[src/rtl/gmii_ptp_parser.sv]
// gmii_ptp_parser
//   Watches a GMII transmit byte stream. It checks the preamble and SFD, counts
//   frame bytes, and recognises PTPv2 messages carried either directly over
//   Ethernet (type 0x88F7) or over IPv4/UDP (destination port 319 or 320).
//   The RTC time at the SFD byte is held, and it is reported with the PTP
//   messageType and sequenceId as a one-cycle result pulse per frame.
//
// Build option
//   GMII_PTP_VLAN_EN : when defined, a single 802.1Q tag (0x8100) is skipped,
//                      which shifts every header offset by 4 bytes. When it is
//                      not defined, tagged frames are treated as non-PTP.
//
// Parameters
//   TS_W     width of rtc_time / ptp_ts (48-bit seconds + 32-bit nanoseconds)
//   PRE_MAX  maximum number of 0x55 preamble bytes accepted before the SFD
//
// Ports
//   gmii_clk   in   GMII byte clock; all logic runs on its rising edge
//   rst        in   synchronous reset, active-high
//   gmii_ctrl  in   TX_EN; high for preamble, SFD and frame bytes
//   gmii_data  in   GMII byte
//   rtc_time   in   free-running RTC time, sampled on the SFD cycle
//   ptp_found  out  one-cycle pulse: a complete PTP message was detected
//   ptp_event  out  qualifies ptp_found: messageType < 4
//   ptp_msgid  out  PTP messageType (low nibble of PTP byte 0)
//   ptp_seqid  out  PTP sequenceId (PTP bytes 30..31, big-endian)
//   ptp_ts     out  rtc_time captured on the SFD cycle of the reported frame
//   frame_err  out  one-cycle pulse: bad preamble/SFD or runt PTP frame
module gmii_ptp_parser #(
  parameter int TS_W    = 80,
  parameter int PRE_MAX = 7
) (
  input  logic            gmii_clk,
  input  logic            rst,
  input  logic            gmii_ctrl,
  input  logic [7:0]      gmii_data,
  input  logic [TS_W-1:0] rtc_time,
  output logic            ptp_found,
  output logic            ptp_event,
  output logic [3:0]      ptp_msgid,
  output logic [15:0]     ptp_seqid,
  output logic [TS_W-1:0] ptp_ts,
  output logic            frame_err
);

  typedef enum logic [1:0] {
    S_IDLE,
    S_PRE,
    S_FRAME,
    S_DROP
  } state_t;

  localparam int PW = $clog2(PRE_MAX + 2);

  // Only the header bytes that the match needs are kept, not the whole frame.
  // Index : offset  ->  0:12 1:13 2:14 3:23 4:36 5:37 6:42 7:44 8:45 9:72 10:73
  // Tagged: 11:16 12:17 13:18 14:27 15:40 16:41 17:46 18:48 19:49 20:76 21:77
`ifdef GMII_PTP_VLAN_EN
  localparam int NCAP = 22;
  localparam logic [10:0] CAP_OFF [NCAP] = '{
    11'd12, 11'd13, 11'd14, 11'd23, 11'd36, 11'd37, 11'd42, 11'd44, 11'd45, 11'd72, 11'd73,
    11'd16, 11'd17, 11'd18, 11'd27, 11'd40, 11'd41, 11'd46, 11'd48, 11'd49, 11'd76, 11'd77
  };
`else
  localparam int NCAP = 11;
  localparam logic [10:0] CAP_OFF [NCAP] = '{
    11'd12, 11'd13, 11'd14, 11'd23, 11'd36, 11'd37, 11'd42, 11'd44, 11'd45, 11'd72, 11'd73
  };
`endif

  state_t          r_state;
  logic [PW-1:0]   r_preCnt;
  logic [10:0]     r_byteCnt;
  logic [TS_W-1:0] r_tsHold;
  logic [7:0]      r_cap [NCAP];

  state_t          w_nextState;
  logic [PW-1:0]   w_preNext;
  logic            w_errPulse;
  logic            w_foundPulse;
  logic            w_sfd;
  logic            w_match;
  logic [10:0]     w_need;
  logic [3:0]      w_msgId;
  logic [15:0]     w_seqId;
  logic [15:0]     w_type;

  function automatic logic isPtpPort(input logic [15:0] port);
    return (port == 16'h013F) || (port == 16'h0140);
  endfunction

  assign w_type = {r_cap[0], r_cap[1]};

  // Classify the frame from the captured header bytes. w_need is the minimum
  // frame length (PTP offset + 32) required to report the message.
  always_comb begin
    w_match = 1'b0;
    w_need  = 11'd0;
    w_msgId = 4'd0;
    w_seqId = 16'd0;
    if (w_type == 16'h88F7) begin
      w_match = 1'b1;
      w_need  = 11'd46;
      w_msgId = r_cap[2][3:0];
      w_seqId = {r_cap[7], r_cap[8]};
    end else if (w_type == 16'h0800 && r_cap[2] == 8'h45 && r_cap[3] == 8'h11 &&
                 isPtpPort({r_cap[4], r_cap[5]})) begin
      w_match = 1'b1;
      w_need  = 11'd74;
      w_msgId = r_cap[6][3:0];
      w_seqId = {r_cap[9], r_cap[10]};
    end
`ifdef GMII_PTP_VLAN_EN
    // A single tag only: an inner 0x8100 matches neither branch.
    else if (w_type == 16'h8100) begin
      if ({r_cap[11], r_cap[12]} == 16'h88F7) begin
        w_match = 1'b1;
        w_need  = 11'd50;
        w_msgId = r_cap[13][3:0];
        w_seqId = {r_cap[18], r_cap[19]};
      end else if ({r_cap[11], r_cap[12]} == 16'h0800 && r_cap[13] == 8'h45 &&
                   r_cap[14] == 8'h11 && isPtpPort({r_cap[15], r_cap[16]})) begin
        w_match = 1'b1;
        w_need  = 11'd78;
        w_msgId = r_cap[17][3:0];
        w_seqId = {r_cap[20], r_cap[21]};
      end
    end
`endif
  end

  // Next-state logic plus the pulse requests that get registered on the edge.
  always_comb begin
    w_nextState  = r_state;
    w_preNext    = r_preCnt;
    w_errPulse   = 1'b0;
    w_foundPulse = 1'b0;
    w_sfd        = 1'b0;
    case (r_state)
      S_IDLE: begin
        if (gmii_ctrl) begin
          if (gmii_data == 8'h55) begin
            w_nextState = S_PRE;
            w_preNext   = PW'(1);
          end else begin
            w_nextState = S_DROP;
            w_errPulse  = 1'b1;
          end
        end
      end
      S_PRE: begin
        if (!gmii_ctrl) begin
          w_nextState = S_IDLE;
          w_errPulse  = 1'b1;
        end else if (gmii_data == 8'h55) begin
          if (r_preCnt >= PW'(PRE_MAX)) begin
            w_nextState = S_DROP;
            w_errPulse  = 1'b1;
          end else begin
            w_preNext = r_preCnt + 1'b1;
          end
        end else if (gmii_data == 8'hD5) begin
          w_nextState = S_FRAME;
          w_sfd       = 1'b1;
        end else begin
          w_nextState = S_DROP;
          w_errPulse  = 1'b1;
        end
      end
      S_FRAME: begin
        if (!gmii_ctrl) begin
          w_nextState = S_IDLE;
          if (w_match) begin
            if (r_byteCnt >= w_need) w_foundPulse = 1'b1;
            else                     w_errPulse   = 1'b1;
          end
        end
      end
      S_DROP: begin
        if (!gmii_ctrl) w_nextState = S_IDLE;
      end
      default: w_nextState = S_IDLE;
    endcase
  end

  // State register.
  always_ff @(posedge gmii_clk) begin
    if (rst) r_state <= S_IDLE;
    else     r_state <= w_nextState;
  end

  // Datapath: byte counting, header capture, and the registered results.
  // The capture bytes are cleared at each SFD, so a short frame can never
  // match on header bytes left over from an earlier frame.
  always_ff @(posedge gmii_clk) begin
    if (rst) begin
      r_preCnt  <= '0;
      r_byteCnt <= '0;
      r_tsHold  <= '0;
      for (int i = 0; i < NCAP; i++) r_cap[i] <= 8'h00;
      ptp_found <= 1'b0;
      ptp_event <= 1'b0;
      ptp_msgid <= 4'd0;
      ptp_seqid <= 16'd0;
      ptp_ts    <= '0;
      frame_err <= 1'b0;
    end else begin
      r_preCnt  <= w_preNext;
      ptp_found <= w_foundPulse;
      frame_err <= w_errPulse;
      if (w_sfd) begin
        r_tsHold  <= rtc_time;
        r_byteCnt <= '0;
        for (int i = 0; i < NCAP; i++) r_cap[i] <= 8'h00;
      end else if (r_state == S_FRAME && gmii_ctrl) begin
        for (int i = 0; i < NCAP; i++) begin
          if (r_byteCnt == CAP_OFF[i]) r_cap[i] <= gmii_data;
        end
        if (r_byteCnt != 11'd2047) r_byteCnt <= r_byteCnt + 11'd1;
      end
      if (w_foundPulse) begin
        ptp_msgid <= w_msgId;
        ptp_seqid <= w_seqId;
        ptp_ts    <= r_tsHold;
        ptp_event <= (w_msgId < 4'd4);
      end
    end
  end

endmodule
[config.mk]
export PLATFORM = sky130hd
export DESIGN_NAME = gmii_ptp_parser
export DESIGN_NICKNAME = d
export VERILOG_FILES = /design/src/rtl/gmii_ptp_parser.sv
export SDC_FILE = /design/constraint.sdc
export NUM_CORES = 1
export LEC_CHECK = 0
export ABC_AREA = 1
export CORE_UTILIZATION = 58
export CTS_CLUSTER_SIZE = 16
export DETAILED_ROUTE_END_ITERATION = 10
export GPL_TIMING_DRIVEN = 1
export HOLD_SLACK_MARGIN = 0.12
export PLACE_DENSITY_LB_ADDON = 0.2
export REMOVE_ABC_BUFFERS = 1
export SYNTH_ARGS = -nofsm -noshare
export SYNTH_HDL_FRONTEND = slang
export SYNTH_SLANG_ARGS = --single-unit
[constraint.sdc]
create_clock -name gmii_clk -period 5.8 [get_ports gmii_clk]
set_input_delay 0.87 -clock gmii_clk [delete_from_list [all_inputs] [get_ports gmii_clk]]
set_output_delay 0.87 -clock gmii_clk [all_outputs]
set_load 0.1 [all_outputs]
Word level (Yosys, flattened, before mapping). Memories as Yosys holds them, arrays and structs flattened. Index checks and enable logic that the tools add are counted.

Bits in registers: 200. Memory bits (writable): 88. Bits of input ports: 91. Output and inout bits: 103. Word-level logic and storage cells: 202. Memories kept: 1.

Memories: r_cap (depth 11, bits a word 8, rd ports 11, clocked after memory_dff 0, write ports 11, RTL line 75) `logic [7:0] r_cap [NCAP];`.

Add/sub/neg operators: 2. Order comparisons: 3. Equal/unequal tests: 30. Muxes and demuxes: 122. Bitwise logic cells: 22. Reductions and logical operators: 12.

Operators by type and width (count): 8-bit two-way mux (22); 1-bit two-way mux (80); 11-bit by 6-bit == test with 1-bit output, second input constant (5); 11-bit by 4-bit == test with 1-bit output, second input constant (3); 16-bit by 9-bit == test with 1-bit output, second input constant (2); 16-bit two-way mux (2); 4-bit two-way mux (7); 11-bit by 7-bit == test with 1-bit output, second input constant (2); 1-bit OR (22); 16-bit by 12-bit == test with 1-bit output, second input constant (1); 16-bit == test, second input constant (1); 8-bit by 7-bit == test with 1-bit output, second input constant (2); 7-bit two-way mux (2); 2-bit two-way mux (6); 2-bit != test, second input constant (6); 11-bit by 1-bit adder with 11-bit output, second input constant (1); 11-bit by 5-bit == test with 1-bit output, second input constant (1); 11-bit >= comparator (1); 11-bit != test, second input constant (1); 8-bit by 5-bit == test with 1-bit output, second input constant (1); 8-bit == test, second input constant (1); 4-bit case mux with 2 select lines (1); 2-bit case mux with 3 select lines (1); 6-bit AND reduction (1); other kinds (14) (19).

Depth between registers and ports, before layout. Gate-level depths: netlist of run 1. An unclocked memory read counts as a cell.

Word-level depth: 12. Gate-level depth with buffers: 20. Mapped depth without buffers: 18.

Worst setup path before layout of run 1. OpenSTA, ideal clock, no wires.

Path type: in2reg. Start: in gmii_data[3]. End: mem r_cap[4][0], enable pin. Arrival: 2251 ps. Required time: 5416 ps. Setup slack: 3165 ps. Cell stages on the path: 9. Path buffers: 2. Path through: inv_1 -> nand4_1 -> nor4_4 -> nand2_1 -> nand2_1 -> inv_2 -> buf_6 -> clkbuf_1 -> o21ai_0.

RTL lines: from (decl) (RTL line 36) `input logic [7:0] gmii_data,`; to (decl) (RTL line 75).

==> results.md, run 1 <==
- nand2_1 is the most common cell in the netlist.
- The proportion of netlist area held by the largest area contributor is 0.334.
- The largest net degree at the start of global routing is just over 80.
- Data arrives at the worst endpoint at 4.26 ns.
- The number of buffer cells added on primary ports is between 150 and 200.
- CTS saw 284 sinks.
- After legalization and detailed placement, the total HPWL measured between 15000 and 20000 um.
- The height of the die is ~150 um.
- The layout overhead on the synthesized area is 24.5%.
- The total area inside the core boundary comes to 20200 sq um.
- The worst register-to-register path has a setup slack of 2.01 ns.
- The pre-antenna-repair detailed-routing pass consisted of 5 iterations.
- Setup violations remaining at the end of the flow were counted as 0.
- For this run, asynchronously set or reset flops after synthesis account for 0.
- The detailed router's first-iteration violation count is between 700 and 800.
- Setup repair after global routing left no endpoint under its margin.
- In the final routed layout, each cell accounts on average for 14.1 um.
- The horizontal die dimension is about 150 um.
- The finished layout holds around 2000 standard cells, fillers aside.
- The CTS tree is done.
- Counting instances in the post-synthesis netlist gives the leading cell types as 388 x nand2_1, 307 x nor2_1, 231 x inv_1.
- The fraction of final layout cells sized beyond drive strength 1 is 0.0548.
- The floorplan has 52 rows.
- The total congestion overflow after global routing is 0.
- The initial antenna violation count is 1.
- The kind of critical path is reg2reg.
- The number of flops mapped to enable cells by yosys is 84.
- The hold violation total from the final report came to 0.
- The required arrival time at the worst endpoint is 6.27 ns.
- Sorting the synthesized cells by area gives the leading types as dfxtp_1 33%, edfxtp_1 21%, nand2_1 12%.
- For this run, design rule violations remaining after detail routing come to 0.
- The maximum fanout encountered on the critical timing path is 81.
- The fmax is 0.264 GHz.
- The total number of vias is 10100.
- The top flip-flop cell by instance count after synthesis is dfxtp_1.
- The worst setup path is launched from a flip-flop.
- The aggregate global-route resource usage is 0.265.
- The unique cell type count in the Yosys netlist is 40.
- The root buffer cell chosen for the clock tree is clkbuf_16.
- The cell area after technology mapping is 12000 sq um.
- The final setup TNS is 0 ns.
- For this run, the register share of the synthesized area comes to 0.544.
- The termination of the worst setup path is ptp_ts[1]$_SDFFE_PP0P_.
- STA classifies the critical path endpoint as a flip-flop.
- The largest area contributor in the synthesized netlist is dfxtp_1.
- Dividing total power by cell area gives a power density of between 200 and 300 nW/um^2.
- Of the available clock period, the critical path in the final layout requires 0.654.
- The TritonCTS buffer count is 30.
- The count of maximum capacitance violations is 0.
- The final worst hold slack is between 0.4 and 0.5 ns.
- Clock-pin slew was measured on the worst setup and hold paths at roughly 0.060 ns.
- The number of top-level pins is a little under 200.
- After clock tree synthesis, the flow added hold-fix buffers numbering 0.
- The die covers roughly 21000 sq um.
- The final max-slew violation count is 0.
- Synthesis produced a netlist whose cell count is roughly 1500.
- For the pin with the worst max-slew slack, the measured transition is ~1.2 ns.
- The remaining antenna violation count after routing is 0.
- Headroom to the max-slew limit came out at 0.225.
- The initial core utilization is 0.593.
- The routed design has approximately 28000 um of wire.
- The maximum clock insertion buffer count is 3.
- The flip-flop and latch count after synthesis is approximately 280.
- The most critical setup path has its startpoint at r_cap[4][1]$_SDFFCE_PN0P_.
- After layout, the design draws a total of 0.00424 W.
- The placer congestion estimate is approximately 0.94.
- VDD sags by at most approximately 0.26 mV.
- The post-cts repair resize count is 0.
- After detailed routing, the number of vias per cell comes to between 5 and 6.
- The number of buffers added for setup after CTS is 0.
- The worst hold path cell count is 2.
- Counting cells, the worst reg-to-reg path comes to 18.
- The via count of the first global-routing pass came to 9782.
- The count of placed standard cells including taps is roughly 2000.
- Yosys printed 0 warnings.
- The net count of the finished layout is about 1800.
- Summed over all cells, the static leakage comes to 6.97 nW.
- The final setup skew is around 0.013 ns.
- The endpoint identified for the worst register-to-register timing path is ptp_ts[1]$_SDFFE_PP0P_.
- The first global-routing pass estimated 45800 um of wire.
- The beginning of the worst register-to-register path is r_cap[4][1]$_SDFFCE_PN0P_.
- The final critical-path required period is 3.79 ns.
- The later pin in the worst-skew pair is clocked with a latency of 0.54 ns.
- CTS built an H-tree with a depth of 1.
- The class of the worst hold path is reg2reg.
- The average size of a mapped cell is between 7 and 8 sq um.
- The run finished with clean final reports.
==> metal layers <==
| layer | global-route usage | wire [um] | up-vias |
|---|---|---|---|
| met1 | 0.332 | 11400 | 4563 |
| met3 | 0.0395 | 2030 | 76 |
| met4 | 0.129 | 1240 | 0 |
| li1 | - | - | 5036 |
| met5 | 0 | 0 | - |
| met2 | 0.447 | 13500 | 384 |
==> worst max-delay path: stages (launching register included) <==
cell	delay [ns]
edfxtp_1	0.37
nor2_1	0.15
nand2_1	0.08
nor2_1	0.15
nand2_2	0.11
nor2_2	0.18
nand2_2	0.11
nand2_2	0.15
inv_1	0.07
ha_1	0.27
inv_1	0.05
nor3_1	0.20
nand3_1	0.13
nand3_2	0.15
nand3_4	0.67
buf_4	0.55
nand2_1	0.12
nand2_1	0.06
nor2_1	0.11
==> stage by stage <==
stage / utilization / cell area (sq um) / worst slack, ns
2_1_floorplan: - / 11600 / 1.44
3_3_place_gp: 0.690 / 14000 / 1.90
3_5_place_dp: 0.690 / 14000 / 1.79
4_1_cts: 0.738 / 14900 / 2.07
5_1_grt: 0.738 / 14900 / 1.68
6_report: 0.738 / 14900 / 2.01
==> layout by cell type (no fill, tap or decap), types with 6 or more instances in the layout <==
| master | count |
|---|---|
| nand2_1 | 388 |
| nor2_1 | 307 |
| inv_1 | 231 |
| dfxtp_1 | 200 |
| clkdlybuf4s50_1 | 193 |
| o21ai_0 | 90 |
| edfxtp_1 | 84 |
| nor3_1 | 46 |
| nand3_1 | 37 |
| clkbuf_16 | 30 |
| a21oi_1 | 17 |
| nand2_2 | 14 |
| ha_1 | 10 |
| buf_4 | 9 |
| nand4_1 | 6 |
| nor2_2 | 6 |
| clkinv_2 | 6 |
| clkbuf_1 | 6 |
==> where the power goes <==
| part | total (W) | internal [W] | switching [W] |
|---|---|---|---|
| combinational | 0.000273 | 0.0000986 | 0.000175 |
| clock | 0.00187 | 0.00112 | 0.000751 |
| sequential | 0.00210 | 0.00208 | 0.0000223 |
==> flip-flops by register name, summed over array words and instances, names as in the netlist <==
| signal | flops |
|---|---|
| ptp_msgid | 4 |
| ptp_found | 1 |
| r_byteCnt | 11 |
| r_cap | 84 |
| r_tsHold | 80 |
| r_state | 2 |
| frame_err | 1 |
| ptp_event | 1 |
| ptp_seqid | 16 |
| ptp_ts | 80 |
| r_preCnt | 4 |
==> worst min path at each step <==
stage / slack (ns) / to / start
after floorplan: 0.43 / r_tsHold[0]$_SDFFE_PP0P_ / r_tsHold[0]$_SDFFE_PP0P_
after global placement: 0.44 / r_tsHold[29]$_SDFFE_PP0P_ / r_tsHold[29]$_SDFFE_PP0P_
after detailed placement: 0.44 / r_preCnt[3]$_SDFFE_PP0P_ / r_preCnt[3]$_SDFFE_PP0P_
after CTS: 0.46 / r_tsHold[32]$_SDFFE_PP0P_ / r_tsHold[32]$_SDFFE_PP0P_
after global routing: 0.48 / r_tsHold[37]$_SDFFE_PP0P_ / r_tsHold[37]$_SDFFE_PP0P_
final: 0.46 / r_tsHold[24]$_SDFFE_PP0P_ / r_tsHold[24]$_SDFFE_PP0P_
==> kinds of logic after synthesis <==
group                      share of synthesized area
xor gates and xnor gates                     0.00365
AOI/OAI and AO/OA                             0.0491
DFF                                            0.544
and+or+nand+nor                                0.284
adders and majority gates                     0.0104
buffers and inverters                          0.108
==> area by class of cell <==
type / count / area, sq um
antenna: 1 / 2.50
clock buffer: 39 / 815
clock inverter: 13 / 153
fill: 1482 / 5300
inverter: 238 / 895
multi-input combinational: 955 / 4180
sequential: 284 / 6530
tap: 270 / 338
timing repair buffer: 203 / 2020
Power figures use the tool's default switching activity.
==> run 2, diff against run 1 <==
Settings changed: CORE_UTILIZATION 58 to 54.
Clock period 5.8 ns to 3.84 ns, I/O delays scaled along.
==> run 2 against run 1 <==
  * Total power up 46%
  * Flip-flop and latch count did not move
  * Clock skew rose by 0.0033 ns
  * Highest routed layer unchanged
  * Via count is 1.9% lower
  * Non-clock buffer count is 4 higher
  * Sequential share of layout area increased by 0.14 points
  * Largest power group unchanged
  * First-iteration DRC count fell by 28%
  * Utilization is 5.6 points lower
  * Maximum frequency increased by 15%
==> results.md, run 2 (synthesized netlist as in run 1, its figures left out) <==
- Setup repair after global routing left no endpoint under its margin.
- The number of buffer cells added on primary ports was 193 (unchanged).
- The count of placed standard cells including taps is 1964 (+0.72%).
- The total of fill cells in the finished design is 1748 (+18%).
- The maximum clock insertion buffer count came to 3 (unchanged).
- The final max-slew violation count is 0 (unchanged).
- The final critical-path required period was 3.29 ns (-0.499 ns).
- The number of levels the H-tree was split into was 1 (unchanged).
- Counting flops per register, the top entry is r_cap.
- The number of hold buffers added after CTS is 0 (unchanged).
- The horizontal die dimension is 151 um (+3.6%).
- The clock insertion delay at the later pin of the skew report is 0.54 ns (about the same).
- The clock root buffer is clkbuf_16.
- The flip-flop and latch area is 6530 sq um (unchanged).
- The total number of vias is 9868 (-1.9%).
- The final setup skew is 0.0168 ns (+0.00329 ns).
- In the layout the commonest cells are 388 x nand2_1, 307 x nor2_1, 231 x inv_1.
- The number of buffers added for setup after CTS came to 0 (unchanged).
- The HPWL after detailed placement was 18100 um (-0.72%).
- The height of the die was 151 um (+3.6%).
- The count of maximum capacitance violations came to 0 (unchanged).
- The initial core utilization is 0.550 (-0.0432).
- The via count of the first global-routing pass is 8896 (-9.1%).
- The remaining antenna violation count after routing came to 0 (unchanged).
- The transition time at the pin with the least slew margin came to 1.14 ns (-0.0151 ns).
- The fmax is 0.304 GHz (+15%).
- The total congestion overflow after global routing came to 0 (unchanged).
- The maximum vdd ir drop is 0.355 mV (+35%).
- The number of rows created at floorplan is 54 (+3.8%).
- The post-cts repair resize count was 0 (unchanged).
- STA classifies the critical path startpoint as a flip-flop.
- The slowest cell on the critical path is buf_12.
- The number of flip-flops in the largest register is 84 (unchanged).
- The flow ran to the end, and the final reports show no timing, DRC or antenna violations.
- Walking the worst path, the cells encountered are nor2_1 -> nand2_1 -> nor2_1 -> nand2_1 -> nor2_2 -> nand2_2 -> nand2_2 -> inv_1 -> ha_1 -> inv_1 -> nor3_1 -> nand3_1 -> nand3_2 -> nand3_4 -> buf_12 -> nand2_1 -> nand2_1 -> nor2_1.
- The class of the worst hold path is reg2reg.
- The fraction of final layout cells sized beyond drive strength 1 was 0.0554 (+0.000545).
- The detailed router's first-iteration violation count is 527 (-28%).
- The total power is 0.00617 W (+46%).
- STA classifies the critical path endpoint as a flip-flop.
- The largest registers in the layout are r_cap (84), ptp_ts (80), r_tsHold (80).
- The number of top-level pins is 194 (unchanged).
- The die area is 22800 sq um (+7.3%).
- The kind of critical path is reg2reg.
- The register clock-pin slew on the reported worst setup and hold paths is 0.06 ns (about the same).
- The final-stage net count came to 1815 (+0.11%).
- The most frequent standard cell in the layout excluding fill and tap cells is nand2_1.
- Compared with the post-synthesis result, the final layout area differs by 24.1%.
- The total detailed-routing wirelength is 27500 um (-2.3%).
- The area of combinational cells with multiple inputs was 4180 sq um (unchanged).
- TritonCTS built the clock tree.
- The initial antenna violation count is 0 (-1).
- The required arrival time at the worst endpoint is 4.31 ns (-1.96 ns).
- The number of diodes added for antenna fixing is 0 (-1).
- The leakage power total is 6.95 nW (-0.24%).
- The aggregate global-route resource usage is 0.239 (-0.0261).
- The combined buffer and inverter count along the critical path is 3 (unchanged).
- The maximum fanout encountered on the critical timing path is 123 (+52%).
- The total DRC errors in the routed layout is 0 (unchanged).
- The final setup violation count came to 0 (unchanged).
- The wire length of the first global-routing pass is 43300 um (-5.6%).
- The hold violation total from the final report is 0 (unchanged).
- The routed via count divided by cell count came to 4.90 (-2.4%).
- The peak per-stage delay on the critical path is 0.40 ns (-0.27 ns).
- The data arrival at the endpoint of the critical path came to 3.76 ns (-0.50 ns).
- The portion of the clock cycle consumed by the worst path in the final layout came to 0.858 (+0.204).
- The average wire length per cell after detail routing is 13.7 um (-2.8%).
- The placeable core area was 21800 sq um (+7.9%).
- The final cell count without fillers is 2013 (+0.50%).
- The pre-CTS worst setup slack came to 0.430 ns (-1.36 ns).
- The max-slew headroom at the worst pin was 0.235 (+0.0102).
- Among the stages of the critical path, the cell type that occurs most often is nand2_1.
- The placer congestion estimate came to 0.908 (-2.9%).
- The first-pass iteration count of the detailed router is 5 (unchanged).
- The reg2reg setup slack is 0.55 ns (-1.46 ns).
- The cell area power density is 415 nW/um^2 (+46%).
- The final core area utilization came to 0.682 (-0.0560).
- The final worst hold slack came to 0.458 ns (+0.00274 ns).
- The number of clock sinks is 284 (unchanged).
- The TritonCTS buffer count was 28 (-6.7%).
- The smallest setup slack after layout is 0.547 ns (-1.46 ns).
- The largest net degree at the start of global routing came to 124 (+51%).
- The critical path's top delay family is simple AND/OR/NAND/NOR gates.
## run 2: cell types whose count changed in the layout (fill, tap and decap cells not counted), sizes merged, moves of 3 or more
cell | before | now
buf | 10 | 14
clkbuf | 39 | 43
clkinv | 12 | 8
bufinv | 3 | 0
## run 2: through the flow
stage	setup TNS [ns]	cell area, sq um
2_1_floorplan	-33.35	11600
3_3_place_gp	0	14000
3_5_place_dp	0	14000
4_1_cts	0	14900
5_1_grt	0	14900
6_report	0	14900
## run 2: worst min-delay path, cell delays in order, from the launching register on
cell and delay (ns):
dfxtp_1 0.32, nand2_1 0.05, o21ai_0 0.05
## run 2: cell type report
type / count / area share
inverter: 238 / 0.0601
clock buffer: 43 / 0.0557
multi-input combinational: 955 / 0.281
sequential: 284 / 0.439
tap: 280 / 0.0235
timing repair buffer: 207 / 0.139
clock inverter: 6 / 0.00244
## run 2: final timing paths
kind,start,end,cells after the start
max reg2reg,r_cap[2][1]$_SDFFCE_PN0P_,ptp_ts[51]$_SDFFE_PP0P_,18
min reg2reg,r_tsHold[61]$_SDFFE_PP0P_,r_tsHold[61]$_SDFFE_PP0P_,2
max,r_cap[2][1]$_SDFFCE_PN0P_,ptp_ts[51]$_SDFFE_PP0P_,18
min,r_tsHold[61]$_SDFFE_PP0P_,r_tsHold[61]$_SDFFE_PP0P_,2
## run 2: routing by layer
layer | up-vias | track usage | part of all wire
met3 | 64 | 0.0373 | 0.060
met5 | - | 0 | 0
met2 | 292 | 0.410 | 0.48
li1 | 5040 | - | -
met4 | 0 | 0.0880 | 0.037
met1 | 4472 | 0.302 | 0.43
## run 2: power by group
part           switching, W  total, W  leakage [nW]  internal, W
combinational      0.000263  0.000414          4.06     0.000151
sequential        0.0000355   0.00317          2.46      0.00313
clock               0.00111   0.00259         0.433      0.00148
total               0.00141   0.00617          6.95      0.00477
